<file path="src/rtl/pwm_duty_decoder.sv">
// pwm_duty_decoder
// Receive-side PWM decoder. Synchronizes the incoming PWM line, measures high
// time and period between rising edges, recovers the 4-bit speed code and
// flags a line that has stopped toggling (stuck high / stuck low).
module pwm_duty_decoder #(
  parameter int CNT_W   = 6,
  parameter int TIMEOUT = 192
) (
  input  logic             clk,
  input  logic             rst,
  input  logic             enable,
  input  logic             pwm_in,
  output logic [CNT_W+1:0] duty_cnt,
  output logic [CNT_W+1:0] period_cnt,
  output logic [3:0]       speed_code,
  output logic             sample_valid,
  output logic             stuck_high,
  output logic             stuck_low
);

  localparam int AW = CNT_W + 2;
  localparam int MW = CNT_W + 6;

  localparam logic [AW-1:0] TIMEOUT_CNT = AW'(TIMEOUT);
  localparam logic [AW-1:0] NOMINAL_CNT = AW'(2 ** CNT_W);
  localparam logic [AW-1:0] ONE_CNT     = AW'(1);
  localparam logic [MW-1:0] HALF_LSB    = MW'(2 ** (CNT_W - 1));

  typedef enum logic [1:0] {
    IDLE  = 2'd0,
    ARMED = 2'd1,
    STUCK = 2'd2
  } state_t;

  state_t state_q, state_d;

  logic sync1_q, sync1_d;
  logic sync2_q, sync2_d;
  logic sdel_q, sdel_d;
  logic rise_q, rise_d;

  logic [AW-1:0] hi_acc_q, hi_acc_d;
  logic [AW-1:0] per_acc_q, per_acc_d;

  logic [AW-1:0] duty_q, duty_d;
  logic [AW-1:0] period_q, period_d;
  logic [3:0]    code_q, code_d;
  logic          valid_q, valid_d;
  logic          stuck_high_q, stuck_high_d;
  logic          stuck_low_q, stuck_low_d;

  // Counters saturate at all-ones so a long frame never wraps to a small value.
  function automatic logic [AW-1:0] sat_inc(input logic [AW-1:0] v);
    return (v == '1) ? v : v + ONE_CNT;
  endfunction

  // Rounded duty*15/2^CNT_W against the nominal frame, clamped to 15.
  function automatic logic [3:0] calc_code(input logic [AW-1:0] h);
    logic [MW-1:0] ext;
    logic [MW-1:0] prod;
    logic [MW-1:0] quot;
    ext  = MW'(h);
    prod = (ext << 4) - ext;
    quot = (prod + HALF_LSB) >> CNT_W;
    return (quot > MW'(15)) ? 4'hF : quot[3:0];
  endfunction

  // Next-state logic: synchronizer chain, edge detect, measurement FSM.
  always_comb begin
    state_d      = state_q;
    hi_acc_d     = hi_acc_q;
    per_acc_d    = per_acc_q;
    duty_d       = duty_q;
    period_d     = period_q;
    code_d       = code_q;
    valid_d      = 1'b0;
    stuck_high_d = stuck_high_q;
    stuck_low_d  = stuck_low_q;

    sync1_d = pwm_in;
    sync2_d = sync1_q;
    sdel_d  = sync2_q;
    rise_d  = sync2_q & ~sdel_q;

    if (!enable) begin
      state_d      = IDLE;
      hi_acc_d     = '0;
      per_acc_d    = '0;
      stuck_high_d = 1'b0;
      stuck_low_d  = 1'b0;
    end else begin
      unique case (state_q)
        IDLE: begin
          if (rise_q) begin
            state_d   = ARMED;
            hi_acc_d  = ONE_CNT;
            per_acc_d = ONE_CNT;
          end
        end
        ARMED: begin
          if (rise_q) begin
            duty_d    = hi_acc_q;
            period_d  = per_acc_q;
            code_d    = calc_code(hi_acc_q);
            valid_d   = 1'b1;
            hi_acc_d  = ONE_CNT;
            per_acc_d = ONE_CNT;
          end else if (per_acc_q >= TIMEOUT_CNT) begin
            state_d = STUCK;
            valid_d = 1'b1;
            if (sdel_q) begin
              stuck_high_d = 1'b1;
              duty_d       = NOMINAL_CNT;
              period_d     = NOMINAL_CNT;
              code_d       = 4'hF;
            end else begin
              stuck_low_d = 1'b1;
              duty_d      = '0;
              period_d    = '0;
              code_d      = 4'h0;
            end
          end else begin
            per_acc_d = sat_inc(per_acc_q);
            if (sdel_q) begin
              hi_acc_d = sat_inc(hi_acc_q);
            end
          end
        end
        STUCK: begin
          if (rise_q) begin
            state_d      = ARMED;
            stuck_high_d = 1'b0;
            stuck_low_d  = 1'b0;
            hi_acc_d     = ONE_CNT;
            per_acc_d    = ONE_CNT;
          end
        end
        default: begin
          state_d = IDLE;
        end
      endcase
    end
  end

  // State register with synchronous active-high reset.
  always_ff @(posedge clk) begin
    if (rst) begin
      state_q      <= IDLE;
      sync1_q      <= 1'b0;
      sync2_q      <= 1'b0;
      sdel_q       <= 1'b0;
      rise_q       <= 1'b0;
      hi_acc_q     <= '0;
      per_acc_q    <= '0;
      duty_q       <= '0;
      period_q     <= '0;
      code_q       <= '0;
      valid_q      <= 1'b0;
      stuck_high_q <= 1'b0;
      stuck_low_q  <= 1'b0;
    end else begin
      state_q      <= state_d;
      sync1_q      <= sync1_d;
      sync2_q      <= sync2_d;
      sdel_q       <= sdel_d;
      rise_q       <= rise_d;
      hi_acc_q     <= hi_acc_d;
      per_acc_q    <= per_acc_d;
      duty_q       <= duty_d;
      period_q     <= period_d;
      code_q       <= code_d;
      valid_q      <= valid_d;
      stuck_high_q <= stuck_high_d;
      stuck_low_q  <= stuck_low_d;
    end
  end

  assign duty_cnt     = duty_q;
  assign period_cnt   = period_q;
  assign speed_code   = code_q;
  assign sample_valid = valid_q;
  assign stuck_high   = stuck_high_q;
  assign stuck_low    = stuck_low_q;

endmodule

</file>
<file path="config.mk">
export PLATFORM = sky130hd
export DESIGN_NAME = pwm_duty_decoder
export DESIGN_NICKNAME = d
export VERILOG_FILES = /design/src/rtl/pwm_duty_decoder.sv
export SDC_FILE = /design/constraint.sdc
export NUM_CORES = 1
export LEC_CHECK = 0
export CORE_MARGIN = 3
export CORE_UTILIZATION = 40
export DETAILED_ROUTE_END_ITERATION = 7
export PLACE_DENSITY_LB_ADDON = 0.25
export SETUP_SLACK_MARGIN = 0.4
export SLEW_MARGIN = 20
export SYNTH_ARGS = -nofsm -noshare
export SYNTH_HDL_FRONTEND = slang
export SYNTH_SLANG_ARGS = --single-unit
</file>
<file path="constraint.sdc">
create_clock -name clk -period 2.7 [get_ports clk]
set_input_delay 0.54 -clock clk [delete_from_list [all_inputs] [get_ports clk]]
set_output_delay 0.54 -clock clk [all_outputs]
set_load 0.02 [all_outputs]
</file>
# --- After elaboration in Yosys (flattened, before gate mapping) ---
# Index checks and enable logic that the tools add are counted.
# Widths: inputs -> output; s select.
classes:
  n_reduce_logical: 13
  bitwise_logic: 4
  n_mux: 33
  addsub: 4
  n_eq_ne: 14
  magnitude_cmp: 2
ops:
  columns: ["cell", "count"]
  rows:
  - ["$mux 8", 11]
  - ["$pmux 8 s2", 2]
  - ["$add 8x1->8 const B", 2]
  - ["$eq 8x8->1 const B", 2]
  - ["$mux 4", 4]
  - ["$reduce_and 5->1", 3]
  - ["$add 12x6->12 const B", 1]
  - ["$ne 3x3->1 const B", 4]
  - ["$sub 12x8->12", 1]
  - ["$ne 2x2->1 const B", 5]
  - ["$mux 1", 9]
  - ["$ge 8x8->1 const B", 1]
  - ["$mux 7", 1]
  - ["$gt 6x4->1 const B", 1]
  - ["$mux 2", 3]
  - ["$reduce_and 3->1", 2]
  - ["$reduce_bool 2->1", 3]
  - ["$pmux 1 s2", 2]
  - ["$pmux 2 s2", 1]
  - ["$reduce_and 4->1", 1]
  - ["$reduce_or 2->1", 2]
  - ["$not 1->1", 3]
  - ["$reduce_or 3->1", 1]
  - ["$eq 2x1->1 const B", 1]
  - ["other kinds (4)", 4]
totals:
  word_cells: 83
  ff_bits: 45
  output_inout_bits: 23

# --- Depth between registers and ports, before layout ---
# Gate-level depths: netlist of run 1.
logic_depth:
  depth_word: 6
  mapped_depth: 9
  depth_no_buf: 9

# --- Least setup slack after synthesis of run 1 ---
# OpenSTA, ideal clock, no wires.
synth_timing:
  kind: "register to register"
  from: "reg hi_acc_q[6]"
  to: "reg code_q[0] (netlist: speed_code[0])"
  t_arrival_ns: 2.254
  path_slack_ns: 0.367
  path_stages_with_launch: 9
  synth_period_minus_slack_ns: 2.333
  setup_ns: 0.079
  path_cell_list: "dfxtp_1 -> inv_1 -> ha_1 -> ha_1 -> a21oi_1 -> o22ai_2 -> a311o_2 -> mux2_4 -> a211oi_2"
synth_between:
  elab_chain_cells: 5
synth_lines:
  columns: ["element", "line_no", "source"]
  rows:
  - ["start: declaration", "42", "logic [AW-1:0] hi_acc_q, hi_acc_d;"]
  - ["start signal: assignment", "167", "hi_acc_q <= hi_acc_d;"]
  - ["$sub 12x8->12 *", "63", "prod = (ext << 4) - ext;"]
  - ["$add 12x6->12 *", "64", "quot = (prod + HALF_LSB) >> CNT_W;"]
  - ["$gt 6x4->1", "65", "return (quot > MW'(15)) ? 4'hF : quot[3:0];"]
  - ["$mux 4 *", "65", null]
  - ["$mux 4 *", "101", "if (rise_q) begin"]
  - ["end signal: assignment", "171", "code_q <= code_d;"]
  - ["end: declaration", "47", "logic [3:0] code_q, code_d;"]
# Every way passes the cells marked *; elsewhere a longest branch is shown, timed or not.
# A chain may end at the register's enable or synchronous reset.

# --- Worst setup path after layout of run 1 ---
layout_timing:
  from: "reg hi_acc_q[7]"
  to: "reg code_q[0] (netlist: speed_code[0])"
layout_between:
  elab_chain_cells: 5
layout_lines:
  columns: ["element", "line_no"]
  rows:
  - ["$sub 12x8->12", "63"]
  - ["$add 12x6->12", "64"]
  - ["$gt 6x4->1", "65"]
  - ["$mux 4", "65"]
  - ["$mux 4", "101"]
# Every way passes these cells.

==> results of run 1 <==
-- repair_timing --
action	in CTS	in global routing
setup buffers	0	1
endpoints found under the hold margin	0	0
endpoints found under the setup margin	4	4
gates resized for setup	3	5
pin swaps	0	2
-- final cells by class --
cell class / instances / area (sq um) / area share (%)
clock buffer: 5 / 68.82 / 2.592
multi-input combinational: 170 / 1204 / 45.33
inverter: 12 / 45.04 / 1.697
clock inverter: 3 / 21.27 / 0.8011
sequential: 45 / 908.4 / 34.21
tap: 70 / 87.58 / 3.299
timing repair buffer: 34 / 320.3 / 12.06
-- state kept, by name (all words and copies together), names as in the netlist --
register / flops
sdel_d: 1
state_q: 2
sample_valid: 1
speed_code: 4
period_cnt: 8
stuck_low: 1
rise_q: 1
per_acc_q: 8
stuck_high: 1
sdel_q: 1
sync1_q: 1
hi_acc_q: 8
duty_cnt: 8
-- worst max-delay path, cell delays in order (launching register included) --
cell	delay, ps
dfxtp_2	360
inv_1	70
ha_1	270
ha_1	330
nand4_1	160
o22ai_2	100
a311o_2	400
mux2_4	330
a211oi_2	160
-- metrics by stage --
step	std cells	setup WS (ps)	power, uW	hold WS, ps	util (%)
after floorplan	237	409.2	703.0	413.8	-
after global placement	330	347.7	715.5	418.6	48.98
after detailed placement	330	273.2	715.7	428.3	48.98
after CTS	338	403.2	1144	450.6	51.02
after global routing	339	396.5	1166	453.8	51.66
final	339	459.6	1126	446.7	51.66
-- per-layer routing --
metal	vias up	routed length, um	track usage [%]
li1	901	-	-
met1	824	2091	20.77
met2	39	2047	25.00
met3	7	225	3.968
met4	0	78	5.326
met5	-	0	0
-- cell usage after synthesis, drive strengths merged (2+ instances only) --
library cell,number
dfxtp,45
nor2,37
ha,16
a22oi,14
inv,12
a21oi,9
clkbuf,9
o21ai,9
nand2,8
nor2b,8
xnor2,7
xor2,7
nor3,6
and2,4
nand4,4
a211oi,3
a31oi,3
mux2i,3
nand3,3
o211ai,3
o21a,3
and3,2
and3b,2
mux2,2
o211a,2
o221a,2
-- power breakdown --
group	total (uW)	switching, uW	internal (uW)	leakage, uW
combinational	30.8	19.3	11.5	0.000592
sequential	667	2.47	665	0.000365
clock	428	244	184	0.0000445
total	1130	266	860	0.00100
-- worst min path at each step --
stage / start / end / cells after the start
finish: sync1_q / sdel_d / 1
global route: sync1_q / sdel_d / 1
CTS: sync1_q / sdel_d / 1
detailed placement: sync1_q / sdel_d / 1
global placement: sync1_q / sdel_d / 1
floorplan: sync1_q / sdel_d / 1
-- kinds of logic (layout without fill, tap and decap cells) --
kind of cell / count (synthesis) / in the layout / share of synthesized area, %
buf+inv: 22 / 54 / 3.895
simple gates: 80 / 80 / 18.20
mux: 5 / 5 / 2.616
fa+ha+maj: 16 / 16 / 9.302
compound gates: 55 / 55 / 18.43
flops: 45 / 45 / 41.86
xor+xnor: 14 / 14 / 5.698
==> summary.txt, run 1 <==
Clock tree
  • Hold_buf cts: 0
  • H-tree Lvls: 2
  • CTS tree: built
  • CTS clock-pin slew for the worst setup and hold paths: approximately 90 ps
  • Root buf cell: clkbuf_8
  • Max Buffers Root-to-Sink: 2
  • Num CTS Buffers: 5
  • Clock Latency Late Sink: about 300 ps
  • CTS sink cnt: 45

Worst setup path
  • CP Max Fanout: 3
  • R2R Setup Slk: roughly 460 ps
  • CP endpoint kind: register
  • Crit path from: hi_acc_q[7]
  • Worst setup SP type: register
  • Critical Path End: speed_code[0]
  • Reg2reg path depth: 8
  • Reg-to-Reg End: speed_code[0]
  • Crit path required time: 2930 ps
  • CP Data Arrival Time: roughly 2500 ps
  • Reg2Reg Launch Point: hi_acc_q[7]
  • Worst Setup Path Type: reg2reg

Final layout
  • Antenna Cells: 0
  • Most common cell after layout, fill and taps aside: dfxtp_1
  • Nets: about 290
  • Layout cells sized above 1: 11.90%
  • Fillers: a little over 500
  • Most frequent cells in the layout: dfxtp_1 (41), nor2_1 (37), clkdlybuf4s50_1 (26), a22oi_1 (14), ha_1 (14)
  • Fin area: between 2000 and 3000 sq um
  • Synth-to-layout area growth: 23.37%

Detailed routing
  • Vias per std cell: between 5 and 6
  • Drt drc: 0
  • DR vias: between 1.5k and 2k
  • WL per Instance: about 13 um
  • DRT iter0 DRCs: 139
  • 1st-pass router iterations: 4
  • ANT nets after route: 0
  • Total wire length: 4.443 mm

Synth
  • Post-synthesis sequential element count: 45
  • Sequential area share after synthesis: between 40% and 50%
  • Number of flops mapped to enable cells by yosys: 0
  • Synth area leaders: dfxtp_1 (42%), ha_1 (9.3%), nor2_1 (6.5%)
  • Avg Cell Area, Syn: about 9 sq um
  • Cell taking the most area after synthesis: dfxtp_1
  • Ys async rst share: 0%
  • Post-Syn Area: between 2000 and 2500 sq um
  • Top FF cell, synth: dfxtp_1
  • Post-synth top area share: 41.86%
  • Syn nets: roughly 260
  • Ys Warns: 0
  • Yosys cell types: 44
  • Post-Synthesis Cells: between 200 and 250

STA
  • Final setup viols: 0
  • Measured slew at the worst slew-check pin: approximately 460 ps
  • RSZ-0062 raised after global routing: no
  • FMAX: between 0.4 and 0.5 GHz
  • Final Hold Vio Count: 0
  • Final Skew: a little under 6 ps
  • Final worst path period share: between 80% and 90%
  • Final worst path period need: ~2200 ps
  • Slew margin rel.: a little under 70%
  • Setup_tns: 0 ps
  • Slew Viols, Final: 0

Global route
  • GRT Util Overall: 15.74%
  • First-pass GRT wire length: just under 8 mm
  • Initial antenna violation count: 0
  • Largest net degree at the start of global routing: 23
  • Global route total overflow: 0
  • Vias in the first global route: around 1.7k

Floorplan
  • Die X: about 79 um
  • Die height: a little under 80 um
  • Die ar.: 6296 sq um
  • Core footprint: ~5000 sq um
  • Core Rows: 26
  • Initial core utilization: 41.87%
  • IO Pins: 27

Flow run
  • Max Cap Viol: 0

Place
  • I/O Buffers: 26
  • RePlAce Congestion: 0.9021
  • DP Area: approximately 2500 sq um
  • Post-DP HPWL: roughly 3.2 mm

Pwr
  • Power Density: approximately 420 nW/um^2
  • Pleak: 0.001002 uW
  • Worst vdd ir: about 0.36 mV

Min path
  • Class of the worst hold path: reg2reg

Outcome
  • Status: complete, no violations
No activity file was read; power rests on OpenSTA's default activity.
==> run 2, diff against run 1 <==
==> constraint.sdc (replaced) <==
create_clock -name clk -period 2 [get_ports clk]
set_input_delay 0.4 -clock clk [delete_from_list [all_inputs] [get_ports clk]]
set_output_delay 0.4 -clock clk [all_outputs]
set_load 0.02 [all_outputs]
==> run 2 against run 1 <==
  * Non-clock buffer count rose by 28
  * First-iteration DRC count fell by 60%
  * Wire length increased by 16%
  * Hold slack improved by 0.62 ps
  * Power up 58%
  * Combinational power rose by 70%
  * Clock skew increased by 1.6 ps
  * Flip-flop and latch count unchanged
  * The run now ends with setup timing left
  * Core utilization is 8.5 points higher
  * Critical path depth rose by 1
  * Largest power group unchanged
  * Critical endpoint unchanged
  * Register-to-register slack worse by 500 ps
==> summary.txt, run 2 (synthesized netlist as in run 1, its figures left out) <==
Floorplan
  • Die ar.: 6296 sq um (unchanged)
  • Die X: 79.35 um (unchanged)
  • Die height: 79.35 um (unchanged)
  • Core footprint: 5140 sq um (unchanged)
  • Core Rows: 26 (unchanged)
  • IO Pins: 27 (unchanged)
  • Initial core utilization: 41.87% (unchanged)

Worst setup path
  • Worst setup SP type: register (unchanged)
  • CP endpoint kind: register (unchanged)
  • CP Data Arrival Time: 2270 ps (was 2470 ps)
  • Reg2reg path depth: 9 (was 8)
  • Crit path from: hi_acc_q[1] (was hi_acc_q[7])
  • CP Max Fanout: 3 (unchanged)
  • R2R Setup Slk: -40 ps (was 460 ps)
  • Critical Path End: speed_code[0] (unchanged)
  • Worst Setup Path Type: reg2reg (unchanged)
  • Reg2Reg Launch Point: hi_acc_q[1] (was hi_acc_q[7])
  • Reg-to-Reg End: speed_code[0] (unchanged)
  • Crit path required time: 2230 ps (was 2930 ps)

Global route
  • Vias in the first global route: 1869 (was 1679)
  • GRT Util Overall: 17.56% (was 15.74%)
  • Initial antenna violation count: 0 (unchanged)
  • First-pass GRT wire length: 8.694 mm (was 7.831 mm)
  • Largest net degree at the start of global routing: 21 (was 23)
  • Global route total overflow: 0 (unchanged)

STA
  • Final Skew: 7.519 ps (was 5.894 ps)
  • FMAX: 0.4900 GHz (was 0.4464 GHz)
  • Slew Viols, Final: 0 (unchanged)
  • Final worst path period share: 102.0% (was 82.98%)
  • Slew margin rel.: 65.32% (was 69.50%)
  • Final Worst Setup Slack: -40.69 ps (was 459.6 ps)
  • Final setup viols: 3 (was 0)
  • Final Hold Vio Count: 0 (unchanged)
  • Final worst path period need: 2041 ps (was 2240 ps)
  • Measured slew at the worst slew-check pin: 520.2 ps (was 457.6 ps)
  • RSZ-0062 raised after global routing: yes (was no)

Outcome
  • Status: complete, but fails checks (was complete, no violations)
  • Failing checks: setup timing

Clock tree
  • H-tree Lvls: 2 (unchanged)
  • CTS tree: built (unchanged)
  • Max Buffers Root-to-Sink: 2 (unchanged)
  • CTS clock-pin slew for the worst setup and hold paths: 90 ps (about the same)
  • Num CTS Buffers: 5 (unchanged)
  • Hold_buf cts: 0 (unchanged)
  • Clock Latency Late Sink: 300 ps (about the same)
  • CTS sink cnt: 45 (unchanged)
  • Root buf cell: clkbuf_8 (unchanged)

Detailed routing
  • ANT nets after route: 0 (unchanged)
  • Drt drc: 0 (unchanged)
  • 1st-pass router iterations: 4 (unchanged)
  • DR vias: 1896 (was 1771)
  • Vias per std cell: 5.166 (was 5.224)
  • DRT iter0 DRCs: 56 (was 139)
  • Total wire length: 5.172 mm (was 4.443 mm)
  • WL per Instance: 14.09 um (was 13.11 um)

Place
  • Post-Place Worst Slack: -111.1 ps (was 273.2 ps)
  • RePlAce Congestion: 0.7891 (was 0.9021)
  • Post-DP HPWL: 3.551 mm (was 3.191 mm)
  • Placed insts: 348 (was 330)
  • I/O Buffers: 26 (unchanged)

Final layout
  • Synth-to-layout area growth: 43.72% (was 23.37%)
  • Nets: 316 (was 288)
  • Most frequent cells in the layout: nor2_1 (36), dfxtp_1 (36), buf_4 (25), dlygate4sd2_1 (23), a22oi_1 (12) (was dfxtp_1 (41), nor2_1 (37), clkdlybuf4s50_1 (26), a22oi_1 (14), ha_1 (14))
  • Antenna Cells: 0 (unchanged)
  • Non-Filler Instances: 367 (was 339)
  • Layout cells sized above 1: 28.62% (was 11.90%)

Pwr
  • Internal: 1422 uW (was 860.2 uW)
  • Worst vdd ir: 0.4747 mV (was 0.3552 mV)
  • Reg power frac: 50.6% (was 59.3%)
  • Clock power share: 46.5% (was 38.0%)
  • Power Density: 575.6 nW/um^2 (was 424.1 nW/um^2)
  • Sw Pwr: 358.5 uW (was 265.8 uW)
  • Pleak: 0.001286 uW (was 0.001002 uW)
  • Logic pwr share: 2.9% (was 2.7%)
  • Sw Share: 20.14% (was 23.61%)

Min path
  • Class of the worst hold path: reg2reg (unchanged)

Flow run
  • Max Cap Viol: 0 (unchanged)
## run 2: cell types whose count changed in the layout (fill, tap and decap cells not counted), moves of 4 or more
cell	delta
buf_4	+17
ha_1	-6
dfxtp_1	-5
buf_6	+10
inv_1	-4
dlygate4sd2_1	+23
clkdlybuf4s50_1	-23
ha_4	+6
inv_2	+4
dfxtp_2	+5
## run 2: worst min path at each step
stage             end  cells after the start     from
4_1_cts        sdel_d                      1  sync1_q
6_report       sdel_d                      1  sync1_q
3_3_place_gp   sdel_d                      1  sync1_q
3_5_place_dp   sdel_d                      1  sync1_q
2_1_floorplan  sdel_d                      1  sync1_q
5_1_grt        sdel_d                      1  sync1_q
## run 2: area by class of cell
class	instances	area, sq um
fillers	484	2047
multi-input cells	170	1356
clock buffers	5	68.82
well taps	70	87.58
inverters	12	45.04
flip-flops and latches	45	914.6
clock inverters	3	68.82
repair buffers	62	551.8
## run 2: worst max-delay path, stage by stage, from the launching register on
cell and delay [ps]:
dfxtp_2 340, inv_2 50, ha_4 250, inv_2 30, ha_4 250, nand4_1 130, o22ai_2 190, a311o_2 230
mux2_4 330, a211oi_2 170
## run 2: power groups by stage
stage | Sequential, uW | Clock [uW] | Combinational [uW]
floorplan | 922 | 0 | 27.1
global placement | 923 | 0 | 46.4
detailed placement | 923 | 0 | 47.5
CTS | 900 | 853 | 50.1
global route | 901 | 882 | 57.8
finish | 900 | 828 | 52.4
## run 2: layer usage
layer,up-vias,GRT usage [%],share of wire [%]
li1,951,-,-
met1,907,22.13,47
met2,29,29.55,49
met3,9,3.855,3.1
met4,0,6.014,1.5
met5,-,0,0
## run 2: repair_timing
action,4_1_cts,5_1_grt
setup endpoints to repair,34,21
pin swaps,10,6
setup buffers,7,4
cloned,0,0
resized for setup,43,17
## run 2: through the flow
| step | util [%] | TNS (ps) | hold slack, ps | power, uW | area (sq um) |
|---|---|---|---|---|---|
| after floorplan | - | -72.83 | 413.8 | 949.4 | 2237 |
| after global placement | 53.43 | -70.23 | 422.0 | 969.2 | 2746 |
| after CTS | 58.33 | -26.75 | 452.3 | 1804 | 2998 |
| final | 60.18 | -77.91 | 447.3 | 1780 | 3093 |
| after global routing | 60.18 | -394.8 | 457.3 | 1841 | 3093 |
| after detailed placement | 53.43 | -242.7 | 429.8 | 970.4 | 2746 |
==> run 3, diff against run 2 <==
--- a/config.mk
+++ b/config.mk
@@ -5,7 +5,6 @@
 export SDC_FILE = /design/constraint.sdc
 export NUM_CORES = 1
 export LEC_CHECK = 0
-export CORE_MARGIN = 3
 export CORE_UTILIZATION = 40
 export DETAILED_ROUTE_END_ITERATION = 7
 export PLACE_DENSITY_LB_ADDON = 0.25
==> constraint.sdc (replaced) <==
create_clock -name clk -period 2 [get_ports clk]
set_input_delay 0.4 -clock clk [delete_from_list [all_inputs] [get_ports clk]]
set_output_delay 0.4 -clock clk [all_outputs]
set_load 0.05 [all_outputs]
==> run 3 against run 2 <==
  * The flow still finishes with violations (setup timing)
  * Power decreased by 14%
  * Wire length shrank 4.4%
  * Critical path depth is the same
  * Die area decreased by 9.8%
  * Final cell count grew 0.27%
  * First-iteration DRC count grew 32%
  * Global-route usage grew 1.6 points
  * Clock power decreased by 30%
  * Critical endpoint unchanged
  * Largest cell class unchanged
  * Highest routed layer unchanged
==> summary.txt, run 3 (synthesized netlist as in run 1, its figures left out) <==
Outcome
  • Status: complete, but fails checks (unchanged)
  • Failing checks: setup timing (unchanged)

STA
  • FMAX: 0.4876 GHz (was 0.4900 GHz)
  • Measured slew at the worst slew-check pin: 502.2 ps (was 520.2 ps)
  • RSZ-0062 raised after global routing: yes (unchanged)
  • Slew Viols, Final: 0 (unchanged)
  • Final Hold Vio Count: 0 (unchanged)
  • Final Skew: 10.22 ps (was 7.519 ps)
  • Final worst path period share: 102.5% (was 102.0%)
  • Slew margin rel.: 66.52% (was 65.32%)
  • Setup_tns: -91.36 ps (was -77.91 ps)
  • Final setup viols: 2 (was 3)
  • Final Worst Setup Slack: -50.83 ps (was -40.69 ps)
  • Final worst path period need: 2051 ps (was 2041 ps)

Global route
  • Largest net degree at the start of global routing: 21 (unchanged)
  • First-pass GRT wire length: 8.100 mm (was 8.694 mm)
  • Vias in the first global route: 1805 (was 1869)
  • GRT Util Overall: 19.18% (was 17.56%)
  • Global route total overflow: 0 (unchanged)
  • Initial antenna violation count: 0 (unchanged)

Detailed routing
  • Vias per std cell: 5.024 (was 5.166)
  • WL per Instance: 13.44 um (was 14.09 um)
  • DR vias: 1849 (was 1896)
  • Total wire length: 4.946 mm (was 5.172 mm)
  • ANT nets after route: 0 (unchanged)
  • DRT iter0 DRCs: 74 (was 56)
  • 1st-pass router iterations: 4 (unchanged)
  • Drt drc: 0 (unchanged)

Final layout
  • Fillers: 509 (was 484)
  • Non-Filler Instances: 368 (was 367)
  • Most common cell after layout, fill and taps aside: nor2_1
  • Most frequent cells in the layout: nor2_1 (37), dfxtp_1 (36), buf_4 (31), a22oi_1 (14), clkdlybuf4s15_1 (11) (was nor2_1 (36), dfxtp_1 (36), buf_4 (25), dlygate4sd2_1 (23), a22oi_1 (12))
  • Antenna Cells: 0 (unchanged)
  • Nets: 317 (was 316)
  • Layout cells sized above 1: 28.86% (was 28.62%)
  • Synth-to-layout area growth: 38.66% (was 43.72%)

Pwr
  • Clock power share: 37.8% (was 46.5%)
  • Worst vdd ir: 0.3376 mV (was 0.4747 mV)
  • Logic pwr share: 3.3% (was 2.9%)
  • Sw Pwr: 362.2 uW (was 358.5 uW)
  • Reg power frac: 58.9% (was 50.6%)
  • Pleak: 0.001204 uW (was 0.001286 uW)
  • Power Density: 512.9 nW/um^2 (was 575.6 nW/um^2)
  • Internal: 1168 uW (was 1422 uW)
  • Sw Share: 23.67% (was 20.14%)

Worst setup path
  • Max stage delay on crit path: 350 ps (was 340 ps)
  • Crit path required time: 2240 ps (was 2230 ps)
  • CP Max Fanout: 3 (unchanged)
  • Critical path's slowest cell: dfxtp_2 (unchanged)
  • Worst setup SP type: register (unchanged)
  • CP Cell Sequence: inv_2, ha_4, inv_2, ha_4, nand4_1, o22ai_2, a311o_2, mux2_4, a211oi_2 (unchanged)
  • Worst Setup Path Type: reg2reg (unchanged)
  • CP endpoint kind: register (unchanged)
  • CP Data Arrival Time: 2290 ps (was 2270 ps)

Clock tree
  • H-tree Lvls: 2 (unchanged)
  • Num CTS Buffers: 5 (unchanged)
  • Root buf cell: clkbuf_8 (unchanged)
  • Max Buffers Root-to-Sink: 2 (unchanged)
  • Hold_buf cts: 0 (unchanged)
  • Clock Latency Late Sink: 300 ps (about the same)
  • CTS sink cnt: 45 (unchanged)
  • CTS clock-pin slew for the worst setup and hold paths: 90 ps (about the same)
  • CTS tree: built (unchanged)

Min path
  • Class of the worst hold path: reg2reg (unchanged)

Place
  • I/O Buffers: 26 (unchanged)
  • Post-DP HPWL: 3.420 mm (was 3.551 mm)
  • Placed insts: 346 (was 348)
  • RePlAce Congestion: 0.7720 (was 0.7891)

Floorplan
  • Core Rows: 26 (unchanged)
  • Die ar.: 5678 sq um (was 6296 sq um)
  • IO Pins: 27 (unchanged)
  • Core footprint: 5140 sq um (unchanged)
  • Die X: 75.35 um (was 79.35 um)
  • Initial core utilization: 41.87% (unchanged)
  • Die height: 75.35 um (was 79.35 um)

Flow run
  • Max Cap Viol: 0 (unchanged)
==> run 3: cell types whose count changed in the layout (fill, tap and decap cells not counted), moves of 5 or more <==
cell             before  now
dlygate4sd2_1        23    7
clkbuf_2              0    5
buf_6                10    5
buf_4                25   31
clkdlybuf4s15_1       0   11
==> run 3: layout make-up <==
| type | count | area [sq um] | area share, % |
|---|---|---|---|
| Clock buffer | 5 | 68.82 | 2.306 |
| Sequential cell | 45 | 912.1 | 30.57 |
| Clock inverter | 3 | 21.27 | 0.7128 |
| Tap cell | 70 | 87.58 | 2.935 |
| Timing Repair Buffer | 63 | 535.5 | 17.95 |
| Inverter | 12 | 45.04 | 1.509 |
| Multi-Input combinational cell | 170 | 1314 | 44.03 |
==> run 3: power groups by stage <==
stage | sequential, uW | clock [uW] | combinational (uW)
floorplan | 923 | 0 | 27.1
global placement | 923 | 0 | 47.2
detailed placement | 923 | 0 | 47.7
CTS | 902 | 600 | 50.4
global route | 902 | 628 | 56.7
finish | 902 | 578 | 50.7
==> run 3: what timing repair did <==
| item | 4_1_cts | 5_1_grt |
|---|---|---|
| buffers inserted | 5 | 9 |
| endpoints found under the setup margin | 34 | 31 |
| resized for setup | 38 | 29 |
| gates cloned | 0 | 0 |
| pin swaps | 6 | 8 |
==> run 3: worst paths after layout <==
path                     from            end  slack, ps  cells past startpoint
hold reg to reg       sync1_q         sdel_d        450                      1
hold / removal        sync1_q         sdel_d        450                      1
setup / recovery  hi_acc_q[1]  speed_code[0]        -50                      9
setup reg to reg  hi_acc_q[1]  speed_code[0]        -50                      9
==> run 3: layer usage <==
metal  vias up  GRT usage, %  part of all wire, %
li1        953             -                    -
met1       865         23.97                   47
met2        27         33.13                   49
met3         4         3.968                  2.6
met4         0         6.173                  1.1
met5         -             0                    0
==> run 3: worst max-delay path: cells and delay by family (launching register included) <==
family,cells,cell delay [ps]
buf+inv,2,80
mux,1,320
simple gates,1,140
flops,1,350
fa+ha+maj,2,500
compound gates,3,590
==> run 3: metrics by stage <==
step	hold slack [ps]	area (sq um)	util, %	worst slack [ps]	total power (uW)
2_1_floorplan	413.8	2237	-	-72.83	949.6
3_3_place_gp	431.4	2731	53.14	-44.68	969.9
3_5_place_dp	436.4	2731	53.14	-98.79	970.4
4_1_cts	457.9	2889	56.21	-23.49	1552
5_1_grt	469.4	2984	58.06	-131.1	1587
6_report	451.2	2984	58.06	-50.83	1530
